`config.mk`:
```
export PLATFORM = sky130hd
export DESIGN_NAME = text_term_ctrl
export DESIGN_NICKNAME = d
export VERILOG_FILES = /design/src/rtl/text_term_ctrl.sv
export SDC_FILE = /design/constraint.sdc
export NUM_CORES = 1
export LEC_CHECK = 0
export CORE_MARGIN = 10
export CORE_UTILIZATION = 52
export CTS_BUF_LIST = sky130_fd_sc_hd__clkbuf_8
export CTS_CLUSTER_SIZE = 24
export DETAILED_ROUTE_END_ITERATION = 8
export PLACE_DENSITY = 0.84
export SLEW_MARGIN = 20
export SYNTH_ARGS = -nofsm -noshare
export SYNTH_HDL_FRONTEND = slang
export SYNTH_SLANG_ARGS = --single-unit
```
`constraint.sdc`:
```
create_clock -name clk -period 5 [get_ports clk]
set_input_delay 1.5 -clock clk [delete_from_list [all_inputs] [get_ports clk]]
set_output_delay 1.5 -clock clk [all_outputs]
set_load 0.02 [all_outputs]
```
`src/rtl/text_term_ctrl.sv`:
```
// Character-stream terminal engine: decodes ASCII bytes into character RAM writes,
// tracks the cursor and a circular top-row offset for hardware scrolling.
`timescale 1ns/1ps
module text_term_ctrl #(
  parameter int unsigned COLS  = 80,
  parameter int unsigned ROWS  = 30,
  parameter logic [7:0]  BLANK = 8'h20
) (
  input  logic        clk,
  input  logic        reset_n,
  input  logic        ch_valid,
  input  logic [7:0]  ch_data,
  output logic        ch_ready,
  input  logic [3:0]  fg_color,
  input  logic [3:0]  bg_color,
  output logic        mem_we,
  output logic [12:0] mem_waddr,
  output logic [7:0]  mem_wdata,
  input  logic [7:0]  rd_x,
  input  logic [4:0]  rd_y,
  output logic [12:0] mem_raddr,
  output logic [23:0] ctrl_reg
);

  localparam logic [7:0] LAST_COL = 8'(COLS - 1);
  localparam logic [4:0] LAST_ROW = 5'(ROWS - 1);

  typedef enum logic [1:0] {S_IDLE, S_WRITE, S_CLRLINE, S_CLS} state_e;

  state_e     state_q, state_d;
  logic [7:0] cur_x_q, cur_x_d;
  logic [4:0] cur_y_q, cur_y_d;
  logic [4:0] top_q, top_d;
  logic [4:0] clr_row_q, clr_row_d;
  logic [7:0] clr_col_q, clr_col_d;
  logic [7:0] wbyte_q, wbyte_d;
  logic       bs_q, bs_d;
  logic       line_adv;
  logic       we_raw;
  logic [4:0] cur_phys;

  // Row addition modulo ROWS by compare-and-subtract; both operands are < ROWS.
  function automatic logic [4:0] row_add(input logic [4:0] a, input logic [4:0] b);
    logic [5:0] s;
    s = {1'b0, a} + {1'b0, b};
    if (s >= 6'(ROWS)) s = s - 6'(ROWS);
    return s[4:0];
  endfunction

  function automatic logic [4:0] row_inc(input logic [4:0] r);
    return (r == LAST_ROW) ? 5'd0 : r + 5'd1;
  endfunction

  assign cur_phys  = row_add(cur_y_q, top_q);
  assign mem_raddr = {row_add(rd_y, top_q), rd_x};
  assign ctrl_reg  = {fg_color, bg_color, 3'b000, cur_y_q, cur_x_q};

  always_ff @(posedge clk or negedge reset_n) begin
    if (!reset_n) begin
      state_q   <= S_CLS;
      cur_x_q   <= '0;
      cur_y_q   <= '0;
      top_q     <= '0;
      clr_row_q <= '0;
      clr_col_q <= '0;
      wbyte_q   <= BLANK;
      bs_q      <= 1'b0;
    end else begin
      state_q   <= state_d;
      cur_x_q   <= cur_x_d;
      cur_y_q   <= cur_y_d;
      top_q     <= top_d;
      clr_row_q <= clr_row_d;
      clr_col_q <= clr_col_d;
      wbyte_q   <= wbyte_d;
      bs_q      <= bs_d;
    end
  end

  always_comb begin
    state_d   = state_q;
    cur_x_d   = cur_x_q;
    cur_y_d   = cur_y_q;
    top_d     = top_q;
    clr_row_d = clr_row_q;
    clr_col_d = clr_col_q;
    wbyte_d   = wbyte_q;
    bs_d      = bs_q;
    line_adv  = 1'b0;
    unique case (state_q)
      S_IDLE: begin
        if (ch_valid) begin
          if (ch_data >= 8'h20 && ch_data <= 8'h7E) begin
            wbyte_d = ch_data;
            bs_d    = 1'b0;
            state_d = S_WRITE;
          end else begin
            case (ch_data)
              8'h0D: cur_x_d = '0;
              8'h0A: begin
                cur_x_d  = '0;
                line_adv = 1'b1;
              end
              8'h08: begin
                if (cur_x_q != '0) begin
                  cur_x_d = cur_x_q - 8'd1;
                  wbyte_d = BLANK;
                  bs_d    = 1'b1;
                  state_d = S_WRITE;
                end
              end
              8'h0C: begin
                cur_x_d   = '0;
                cur_y_d   = '0;
                top_d     = '0;
                clr_row_d = '0;
                clr_col_d = '0;
                state_d   = S_CLS;
              end
              default: ;
            endcase
          end
        end
      end
      S_WRITE: begin
        state_d = S_IDLE;
        if (!bs_q) begin
          if (cur_x_q < LAST_COL) begin
            cur_x_d = cur_x_q + 8'd1;
          end else begin
            cur_x_d  = '0;
            line_adv = 1'b1;
          end
        end
      end
      S_CLRLINE: begin
        if (clr_col_q == LAST_COL) state_d = S_IDLE;
        else                       clr_col_d = clr_col_q + 8'd1;
      end
      S_CLS: begin
        if (clr_col_q == LAST_COL) begin
          clr_col_d = '0;
          if (clr_row_q == LAST_ROW) state_d = S_IDLE;
          else                       clr_row_d = clr_row_q + 5'd1;
        end else begin
          clr_col_d = clr_col_q + 8'd1;
        end
      end
      default: state_d = S_CLS;
    endcase

    // Scrolling: the old top physical row becomes the new bottom line and is blanked.
    if (line_adv) begin
      if (cur_y_q < LAST_ROW) begin
        cur_y_d = cur_y_q + 5'd1;
      end else begin
        clr_row_d = top_q;
        clr_col_d = '0;
        top_d     = row_inc(top_q);
        state_d   = S_CLRLINE;
      end
    end
  end

  always_comb begin
    ch_ready  = 1'b0;
    we_raw    = 1'b0;
    mem_waddr = {clr_row_q, clr_col_q};
    mem_wdata = BLANK;
    unique case (state_q)
      S_IDLE: ch_ready = 1'b1;
      S_WRITE: begin
        we_raw    = 1'b1;
        mem_waddr = {cur_phys, cur_x_q};
        mem_wdata = wbyte_q;
      end
      S_CLRLINE, S_CLS: we_raw = 1'b1;
      default: ;
    endcase
  end

  // The reset state is CLS, but no write may be issued while reset is held.
  assign mem_we = we_raw & reset_n;

endmodule

```
Yosys cells after proc, flatten, opt, wreduce, memory -nomap -nowiden:

Index checks and enable logic that the tools add are counted.

* flip-flop bits (word level): 42
* bits in latches: 0
* RAM bits: 0
* memory bits (read-only): 0
* input port bits: 32
* output and inout bits: 60
* logic and storage cells: 114
* memories: 0

* add/subtract/negate cells: 10
* $mul: 0
* div/mod/pow operators: 0
* $lt $le $gt $ge: 6
* equal/unequal tests: 15
* shift operators: 0
* multiplexer cells: 64
* bitwise gates (word level): 1
* reduce and logical (&&, ||, !) cells: 10

Operators with widths (count)
* $mux 8: 16
* $mux 5: 22
* $eq 8x4->1 const B: 4
* $pmux 8 s2: 2
* $pmux 8 s3: 1
* $add 8x1->8 const B: 2
* $mux 2: 8
* $add 5x1->5 const B: 3
* $mux 13: 1
* $add 5x5->6: 2
* $ge 6x5->1 const B: 2
* $eq 5x5->1 const B: 2
* $mux 1: 10
* $pmux 5 s2: 1
* $sub 5x5->5 const B: 2
* $eq 8x7->1 const B: 1
* $ge 8x6->1 const B: 1
* $le 8x7->1 const B: 1
* $lt 8x7->1 const B: 1
* $pmux 2 s4: 1
* $reduce_bool 8->1: 1
* $sub 8x1->8 const B: 1
* $ne 2x2->1 const B: 3
* $reduce_and 6->1: 1
* other kinds (13): 17

Longest topological paths before layout:

Gate-level depths: netlist (run 1).

* depth in word-level cells: 8
* mapped depth: 11
* gate-level depth less buffers: 9

Worst setup path before layout (run 1):

Ideal clock, no wire load.

* path type: input -> output
* start point: in rd_y[0]
* end point: out mem_raddr[9]
* arrival time: 3.211 ns
* required time: 3.500 ns
* slack: 0.289 ns
* stages: 8
* buffers on the path: 0
* cell sequence: ha_1 inv_1 fa_1 xnor2_1 nand2_1 nor3_1 a21oi_1 xnor2_1

* longest elaborated chain between the ends: 3
* elaborated cells on any way between the ends: 4
* classes of those cells: add/sub (2); order compare (1); mux (1)

RTL lines
* from (decl): line 20 `input logic [4:0] rd_y,`
* $add 5x5->6 (*): line 45 `s = {1'b0, a} + {1'b0, b};`
* $sub 5x5->5 / $ge 6x5->1 (equally long branches): line 46 `if (s >= 6'(ROWS)) s = s - 6'(ROWS);`
* $mux 5 (*): line 46
* to (decl): line 21 `output logic [12:0] mem_raddr,`

Mark *: on every way between the ends. The rest lies on a longest branch, timed or not.

Final worst setup path (run 1):

* start point: in rd_y[0]
* end point: out mem_raddr[10]

The elaborated chain is that of the path after synthesis.

==> summary.md, run 1 <==
| Metric | Value |
|---|---|
| Most common flop cell mapped by yosys | `dfrtp_1` |
| Die area | `10900 sq um` |
| Hold Fails Final Rpt | `0` |
| Count leader, synth | `dfrtp_1` |
| Syn avg cell area | `8.63 sq um` |
| Final setup fails | `0` |
| Starting Density | `54.0%` |
| Slew @ Worst Pin | `809 ps` |
| Final worst-path cycle share | `98.7%` |
| First-pass GRT wire length | `17100 microns` |
| Critical path data arrival time | `3440 ps` |
| Initial DRC Count | `328` |
| Post-synth EDFFs | `0` |
| Port Buffers | `56` |
| Final #Nets | `528` |
| Die X | `104 microns` |
| Initial antenna violation count | `0` |
| CTS Buf Count | `5` |
| # rows | `30` |
| Via density | `6.20` |
| Setup Crit Path Kind | `primary input to primary output` |
| Die H | `104 microns` |
| Residual DRC count | `0` |
| Number of slew-limit violations in the final report | `0` |
| Yosys reg bits | `42` |
| Cell taking the most area after synthesis | `dfrtp_1` |
| Gr usage total | `18.4%` |
| Cell family with most CP delay | `adder cells` |
| Final Instance Area | `4420 sq um` |
| WP buf/inv | `3` |
| Worst path cell trace | `dlygate4sd2_1 > ha_2 > inv_2 > fa_2 > xnor2_2 > nand2_2 > nor3_4 > a21oi_2 > mux2_4 > buf_6` |
| CTS Sinks | `42` |
| # fillers | `573` |
| Vias in the first global route | `3410` |
| Worst-skew pair later-pin latency | `300 ps` |
| Dpl cell area | `4230 sq um` |
| Gate Count Post-Synth | `428` |
| Top-area cell type share of the netlist area | `26.4%` |
| Fmax achieved | `203 MHz` |
| Layout Cells excl Fill | `565` |
| CTS tree | `done` |
| CP max-delay cell | `fa_2` |
| Total Wirelength | `10400 microns` |
| Final core occ | `64.7%` |
| Largest stage delay, worst path | `380 ps` |
| Pwr Total | `1.73 mW` |
| Startpoint class of the critical path | `primary input` |
| Clock Skews | `10.2 ps` |
| Max-slew headroom | `45.7%` |
| Clock Path Buffers | `2` |
| Routed wire per std cell | `18.3 microns` |
| Synth top area cells | `dfrtp_1 26%, ha_1 8.8%, buf_4 3.9%` |
| DR vias | `3505` |
| Gpl congestion | `0.883` |
| Count of cell types in the netlist | `75` |
| Antenna viol nets, final | `0` |
| # Max-Cap Violations | `0` |
| Leak Pwr | `1.89 nW` |
| Crit. End Element | `primary output` |
| CTS root buffer | `clkbuf_8` |
| Antenna Diode Count | `0` |
| Layout overhead on the synthesized area | `19.6%` |
| Largest net degree at the start of global routing | `43` |
| Gr ovfl total | `0` |
| Post-synth top cells | `39 x dfrtp_1, 32 x nor2_1, 26 x ha_1, 25 x inv_1, 21 x nand2_1` |
| Post-CTS Hold Buffers | `0` |
| Placed Instances | `554` |
| IO Pins | `92` |
| Core ar. | `6830 sq um` |
| Worst hold path class | `flip-flop to flip-flop` |
| Crit Path Max Fanout | `3` |
| TNS Setup | `0 ps` |
| Post-synth ARST share | `100%` |
| Post-layout minimum cycle time | `4940 ps` |
| Fraction of layout cells with a size suffix above 1 | `15.8%` |
| Required time of the critical path | `3500 ps` |
| Clock Pin Slew Worst Setup and Hold Paths | `80 ps` |
| DRT Pass-1 Iters | `5` |
| PwrDens | `391 nW/um^2` |
| Ys Warns | `0` |
| Status | `complete, no violations` |
| Post-synthesis sequential area ratio | `28.6%` |
| Worst vdd ir | `0.000275 V` |
| Cell Area, Synth | `3690 sq um` |
| Half-perimeter wire length after placement | `7350 microns` |
| Number of H-tree levels | `2` |
[stage by stage]
stage                     hold slack, ps  worst slack [ps]
after global routing                 522             -10.3
after CTS                            478              6.62
after detailed placement             459              -637
final                                472              63.1
after floorplan                      441               289
after global placement               456              -580
[power by group]
group          total [mW]  switching, mW  internal [mW]
Clock               0.230          0.121          0.109
Combinational       0.948          0.513          0.435
Sequential          0.549          0.131          0.418
Total                1.73          0.765          0.963
[cells by family (layout without fill, tap and decap cells)]
logic type / count (synthesis) / in the layout / synth area share [%]
buffers and inverters: 65 / 104 / 8.88
adder cells (fa/ha/maj): 28 / 28 / 9.89
other: 1 / 3 / 0.102
AO/OA/AOI/OAI: 118 / 118 / 23.2
XOR/XNOR: 6 / 6 / 1.42
multiplexers: 18 / 18 / 5.52
AND/OR/NAND/NOR: 150 / 150 / 22.4
flip-flops: 42 / 42 / 28.6
[state kept, by name (all words and copies together) (netlist names)]
| register | flops |
|---|---|
| clr_col_q | 8 |
| cur_x_q | 8 |
| wbyte_q | 8 |
| clr_row_q | 5 |
| cur_y_q | 5 |
| top_q | 5 |
| state_q | 2 |
| bs_q | 1 |
[layout by cell type (no fill, tap or decap), drive strengths merged, types with 8 or more instances in the layout]
master and instances:
clkdlybuf4s50 47, dfrtp 39, nor2 32, inv 26, ha 26, nand2 21
nand3 20, o21ai 19, buf 19, a21oi 17, o31ai 14, and2 14
mux2 13, a31oi 9, and3 8, nor2b 8
[tightest hold or removal path: stages, from the launching register on]
cell	delay, ps
dfrtp_1	340
nand2_1	50
o31ai_1	50
[final cells by class]
cell class	instances	area, sq um	area share, %
well taps	96	120	2.72
inverters	26	97.6	2.21
multi-input cells	323	2400	54.4
clock inverters	2	8.76	0.198
clock buffers	6	82.6	1.87
flip-flops and latches	42	1050	23.9
repair buffers	70	652	14.8
[per-layer routing]
| metal | up-vias | global-route usage (%) | share of wire [%] |
|---|---|---|---|
| met5 | - | 0 | 0 |
| met4 | 0 | 7.36 | 2.1 |
| met3 | 17 | 4.34 | 6.9 |
| met2 | 145 | 29.4 | 48 |
| met1 | 1702 | 23.3 | 43 |
| li1 | 1641 | - | - |
[path summary, 6_finish.rpt]
kind	start	to	slack (ps)	cells past startpoint
max reg2reg	state_q[0]	top_q[4]	2040	7
max in group asynchronous	reset_n	top_q[0]	3300	2
max	rd_y[0]	mem_raddr[10]	60	10
min in group asynchronous	reset_n	clr_row_q[2]	1330	2
min reg2reg	wbyte_q[6]	wbyte_q[6]	470	2
min	wbyte_q[6]	wbyte_q[6]	470	2
[timing repair]
action | 4_1_cts | 5_1_grt
setup endpoints to repair | 4 | 5
pin swaps | 6 | 10
buffers inserted | 1 | 2
hold endpoints to repair | 0 | 0
resized for setup | 34 | 10
(Power assumes the default switching activity.)
==> inputs of run 2 (changes only) <==
CTS_BUF_LIST = sky130_fd_sc_hd__clkbuf_4 sky130_fd_sc_hd__clkbuf_8   (was sky130_fd_sc_hd__clkbuf_8)
==> run 2 against run 1 <==
Clock-buffer cell count rose by 1. Largest power group unchanged. Worst hold slack unchanged. Sequential share of layout area about the same. Highest routed layer unchanged.
==> summary.md, run 2 (synthesis results as in run 1) <==
| Metric | Value |
|---|---|
| Worst hold path class | `flip-flop to flip-flop` |
| Crit path from | `rd_y[0]` |
| Total Wirelength | `10300 microns (-0.16%)` |
| Worst vdd ir | `0.000276 V (+0.14%)` |
| Crit Path Max Fanout | `3 (unchanged)` |
| Die area | `10900 sq um (unchanged)` |
| Max-slew headroom | `45.7% (unchanged)` |
| Initial DRC Count | `311 (-5.2%)` |
| CTS tree | `done` |
| Clock Skews | `10.0 ps (-0.141 ps)` |
| Worst-skew pair later-pin latency | `300 ps (about the same)` |
| RR Endpoint | `top_q[4]` |
| Layout Cells excl Fill | `565 (unchanged)` |
| # rows | `30 (unchanged)` |
| Required time of the critical path | `3500 ps (about the same)` |
| Initial antenna violation count | `0 (unchanged)` |
| Hold Crit Start | `wbyte_q[6]` |
| Cell family with most CP delay | `adder cells` |
| Port Buffers | `56 (unchanged)` |
| Routed wl met2 | `4960 microns (-0.46%)` |
| Half-perimeter wire length after placement | `7350 microns (unchanged)` |
| First-pass GRT wire length | `17100 microns (unchanged)` |
| Flop pwr share | `31.6% (-0.2 points)` |
| Layout overhead on the synthesized area | `19.7% (about the same)` |
| Switch Pwr | `0.765 mW (about the same)` |
| Leak Pwr | `1.88 nW (about the same)` |
| Via density | `6.19 (-0.29%)` |
| Slew @ Worst Pin | `809 ps (+0.000775 ps)` |
| Most frequent cells in the layout | `47 x clkdlybuf4s50_1, 39 x dfrtp_1, 31 x nor2_1` |
| Status | `complete, no violations` |
| Gr ovfl total | `0 (unchanged)` |
| Combinational power share | `54.7% (-0.2 points)` |
| Startpoint class of the critical path | `primary input` |
| Dpl cell area | `4230 sq um (unchanged)` |
| Top flop regs | `clr_col_q (8), cur_x_q (8), wbyte_q (8)` |
| PwrDens | `392 nW/um^2 (+0.35%)` |
| Crit. End Element | `primary output` |
| Pwr Total | `1.73 mW (+0.43%)` |
| Gpl congestion | `0.883 (unchanged)` |
| Hold Path Stages | `2 (unchanged)` |
| WL met1 | `4470 microns (+0.63%)` |
| Residual DRC count | `0 (unchanged)` |
| Clock network power share | `13.7% (+0.4 points)` |
| Largest net degree at the start of global routing | `43 (unchanged)` |
| Clock Pin Slew Worst Setup and Hold Paths | `80 ps (about the same)` |
| Internal power | `0.970 mW (+0.77%)` |
| Final Instance Area | `4420 sq um (about the same)` |
| Gr usage total | `18.4% (unchanged)` |
| Routed wire per std cell | `18.3 microns (-0.16%)` |
| WP buf/inv | `3 (unchanged)` |
| Starting Density | `54.0% (unchanged)` |
| CTS Buf Count | `5 (unchanged)` |
| Vias in the first global route | `3410 (unchanged)` |
| Core ar. | `6830 sq um (unchanged)` |
| Number of H-tree levels | `2 (unchanged)` |
| FF-to-FF setup slack | `2040 ps (about the same)` |
| Final worst-path cycle share | `98.7% (unchanged)` |
| Critical path data arrival time | `3440 ps (about the same)` |
| Antenna Diode Count | `0 (unchanged)` |
| Reg2reg start | `state_q[0]` |
| Largest stage delay, worst path | `380 ps (about the same)` |
| Switching share of total power | `44.1% (-0.19 points)` |
| Hold Fails Final Rpt | `0 (unchanged)` |
| Uppermost layer routed | `met4` |
| Setup Crit Path Kind | `primary input to primary output` |
| Hold path endpoint | `wbyte_q[6]` |
| Placed Instances | `554 (unchanged)` |
| CTS root buffer | `clkbuf_8` |
| DR vias | `3495 (-0.29%)` |
| CTS Sinks | `42 (unchanged)` |
| Final setup fails | `0 (unchanged)` |
| Die H | `104 microns (unchanged)` |
| # Max-Cap Violations | `0 (unchanged)` |
| DRT Pass-1 Iters | `5 (unchanged)` |
| Most common cell after layout, fill and taps aside | `clkdlybuf4s50_1` |
| WL met3 | `689 microns (-3.0%)` |
| Clock Path Buffers | `2 (unchanged)` |
| Antenna viol nets, final | `0 (unchanged)` |
| Fraction of layout cells with a size suffix above 1 | `16.0% (+0.21 points)` |
| Worst Reg-to-Reg Cells | `7 (unchanged)` |
| IO Pins | `92 (unchanged)` |
| Number of slew-limit violations in the final report | `0 (unchanged)` |
| Die X | `104 microns (unchanged)` |
| Final core occ | `64.7% (about the same)` |
| Final #Nets | `528 (unchanged)` |
| Worst path cell trace | `dlygate4sd2_1 > ha_2 > inv_2 > fa_2 > xnor2_2 > nand2_2 > nor3_4 > a21oi_2 > mux2_4 > buf_6` |
| Post-layout minimum cycle time | `4940 ps (unchanged)` |
| CP max-delay cell | `fa_2` |
| Fmax achieved | `203 MHz (unchanged)` |
| Worst hold slack | `472 ps (unchanged)` |
-- run 2: worst max path at each step --
| stage | endpoint | slack [ps] | depth (start not counted) |
|---|---|---|---|
| 4_1_cts | mem_raddr[10] | 7 | 8 |
| 2_1_floorplan | mem_raddr[9] | 290 | 8 |
| 3_5_place_dp | mem_raddr[10] | -640 | 10 |
| 6_report | mem_raddr[10] | 60 | 10 |
| 5_1_grt | mem_raddr[11] | -10 | 11 |
| 3_3_place_gp | mem_raddr[11] | -580 | 11 |
-- run 2: through the flow --
step	worst slack [ps]	TNS, ps
floorplan	289	0
global placement	-580	-2150
detailed placement	-637	-2480
CTS	6.62	0
global route	-10.3	-10.3
finish	63.1	0
-- run 2: power groups by stage --
stage | logic [mW] | registers, mW | clock network, mW
floorplan | 0.616 | 0.536 | 0
global placement | 0.910 | 0.547 | 0
global route | 1.03 | 0.565 | 0.261
CTS | 0.942 | 0.545 | 0.242
detailed placement | 0.932 | 0.548 | 0
finish | 0.949 | 0.549 | 0.237
-- run 2: worst min-delay path, delay by kind of cell (launching register included) --
kind,cells,cell delay (ps)
AO/OA/AOI/OAI,1,50
flip-flops,1,340
AND/OR/NAND/NOR,1,50
-- run 2: area by class of cell --
cell class | count | area [sq um]
multi-input cells | 323 | 2400
inverters | 26 | 97.6
flip-flops and latches | 42 | 1050
repair buffers | 70 | 652
well taps | 96 | 120
clock buffers | 7 | 90.1
fillers | 573 | 2410
clock inverters | 1 | 5.00
-- run 2: what timing repair did --
| item | 4_1_cts | 5_1_grt |
|---|---|---|
| resized for setup | 34 | 10 |
| setup endpoints to repair | 4 | 5 |
| setup buffers | 1 | 2 |
| pin swaps | 6 | 10 |
| hold buffers | 0 | 0 |
-- run 2: metal layers --
layer | vias up | GRT usage (%)
li1 | 1640 | -
met1 | 1700 | 23.3
met2 | 138 | 29.4
met3 | 17 | 4.34
met4 | 0 | 7.36
met5 | - | 0
==> patch, RTL diff (config.mk and constraints of run 1) <==
The 4 states of `state_e` get a one-hot encoding in 4 bits.
--- a/src/rtl/text_term_ctrl.sv
+++ b/src/rtl/text_term_ctrl.sv
@@ -27,3 +27,3 @@
 
-  typedef enum logic [1:0] {S_IDLE, S_WRITE, S_CLRLINE, S_CLS} state_e;
+  typedef enum logic [3:0] {S_IDLE = 4'b0001, S_WRITE = 4'b0010, S_CLRLINE = 4'b0100, S_CLS = 4'b1000} state_e;
 
Formal check against the unedited RTL: no difference found for any inputs over 10 cycles, from zero or initial values and one cycle with reset_n low; not proved beyond that.
==> patch against run 1 <==
Setup slack improved by 6.9 ps; core utilization fell by 0.26 points; final area rose by 0.14%; area after synthesis rose by 0.10%; sequential cell count rose by 2; routed wire length fell by 1.1%; largest cell class unchanged.
Power is not compared: it rests on default switching activity, and its combinational part moved more than twofold at a synthesized area within 25%.
==> patch: results (changes against run 1) <==
GRT Total Usage -> 0.182 (-0.00218)
Crit path from -> rd_y[2]
Seq/total area -> 0.250 (+0.0113)
Pre-CTS setup slack -> -592 ps (+45.4 ps)
Hold WS -> 501 ps (+29.2 ps)
Share of post-route cells with drive strength above 1 -> 0.138 (-0.0202)
Worst Path Max Fanout -> 4 (+1)
Fin nets -> 542 (+2.7%)
Worst hold stages -> 1 (-1)
Clock Network Area Fraction -> 0.0209 (+0.000254)
Max stage delay on crit path -> 510 ps (+130 ps)
First-pass GRT wire length -> 16,900 um (-1.4%)
Placed cell count -> 570 (+2.9%)
Clock Skew -> 14.3 ps (+4.12 ps)
Signal buffers -> 69 (-1.4%)
Adder-cell share of the synthesized area -> 0.0853 (-0.0136)
Routability Congestion -> 0.918 (+4.0%)
Post-route setup slack -> 70.1 ps (+6.94 ps)
Most frequent cells after synthesis -> nand2_1 (54), dfrtp_1 (42), nor2_1 (34)
Proportion of synthesized area in mux cells -> 0.0322 (-0.0231)
Xor/xnor share of the synthesized area -> 0.0213 (+0.00709)
Routed WL -> 10,200 um (-1.1%)
Routed vias -> 3,527 (+0.63%)
Initial drt markers -> 243 (-26%)
Multi-input gate count -> 343 (+6.2%)
Inverters -> 23 (-12%)
Outcome -> completed
Reg-to-reg slack, setup -> 2290 ps (+250 ps)
Crit path DAT -> 3430 ps (about the same)
Rel. slew slack -> 0.251 (-0.206)
Crit path max-delay family -> buffers and inverters
Post-Syn Area per Cell -> 8.32 um^2 (-3.5%)
Post-CTS Setup Inserts -> 4 (+3)
Synth Area in Compound Gates -> 0.223 (-0.00904)
RR Startpoint -> cur_x_q[0]$_DFFE_PN0P_
TritonCTS Sinks -> 44 (+4.8%)
Slowest-stage cell, CP -> clkdlybuf4s50_1
Hold Startpoint -> wbyte_q[7]$_DFFE_PN0P_
[patch: cell types whose count changed after synthesis, sizes merged, moves of 5 or more]
cell / before / now
nor2b: 8 / 2
o31ai: 14 / 3
o21ai: 19 / 27
nand2: 21 / 55
a21oi: 17 / 26
and3: 8 / 3
nor3: 7 / 13
mux2: 13 / 4
[patch: cells by family after synthesis]
family | count (synthesis)
compound gates | 119
xor+xnor | 9
fa+ha+maj | 24
buf+inv | 59
flops | 44
mux | 11
other cells | 1
simple gates | 177
[patch: report_power, final]
part | switching (mW) | internal, mW | total, mW
Combinational | 0.0352 | 0.0295 | 0.0647
Clock | 0.127 | 0.110 | 0.237
Sequential | 0.00127 | 0.358 | 0.360
[patch: routing by layer]
layer,track usage,up-vias,share of wire
met1,0.217,1691,0.42
li1,-,1665,-
met2,0.306,147,0.49
met4,0.0656,0,0.023
met5,0,-,0
met3,0.0465,24,0.075
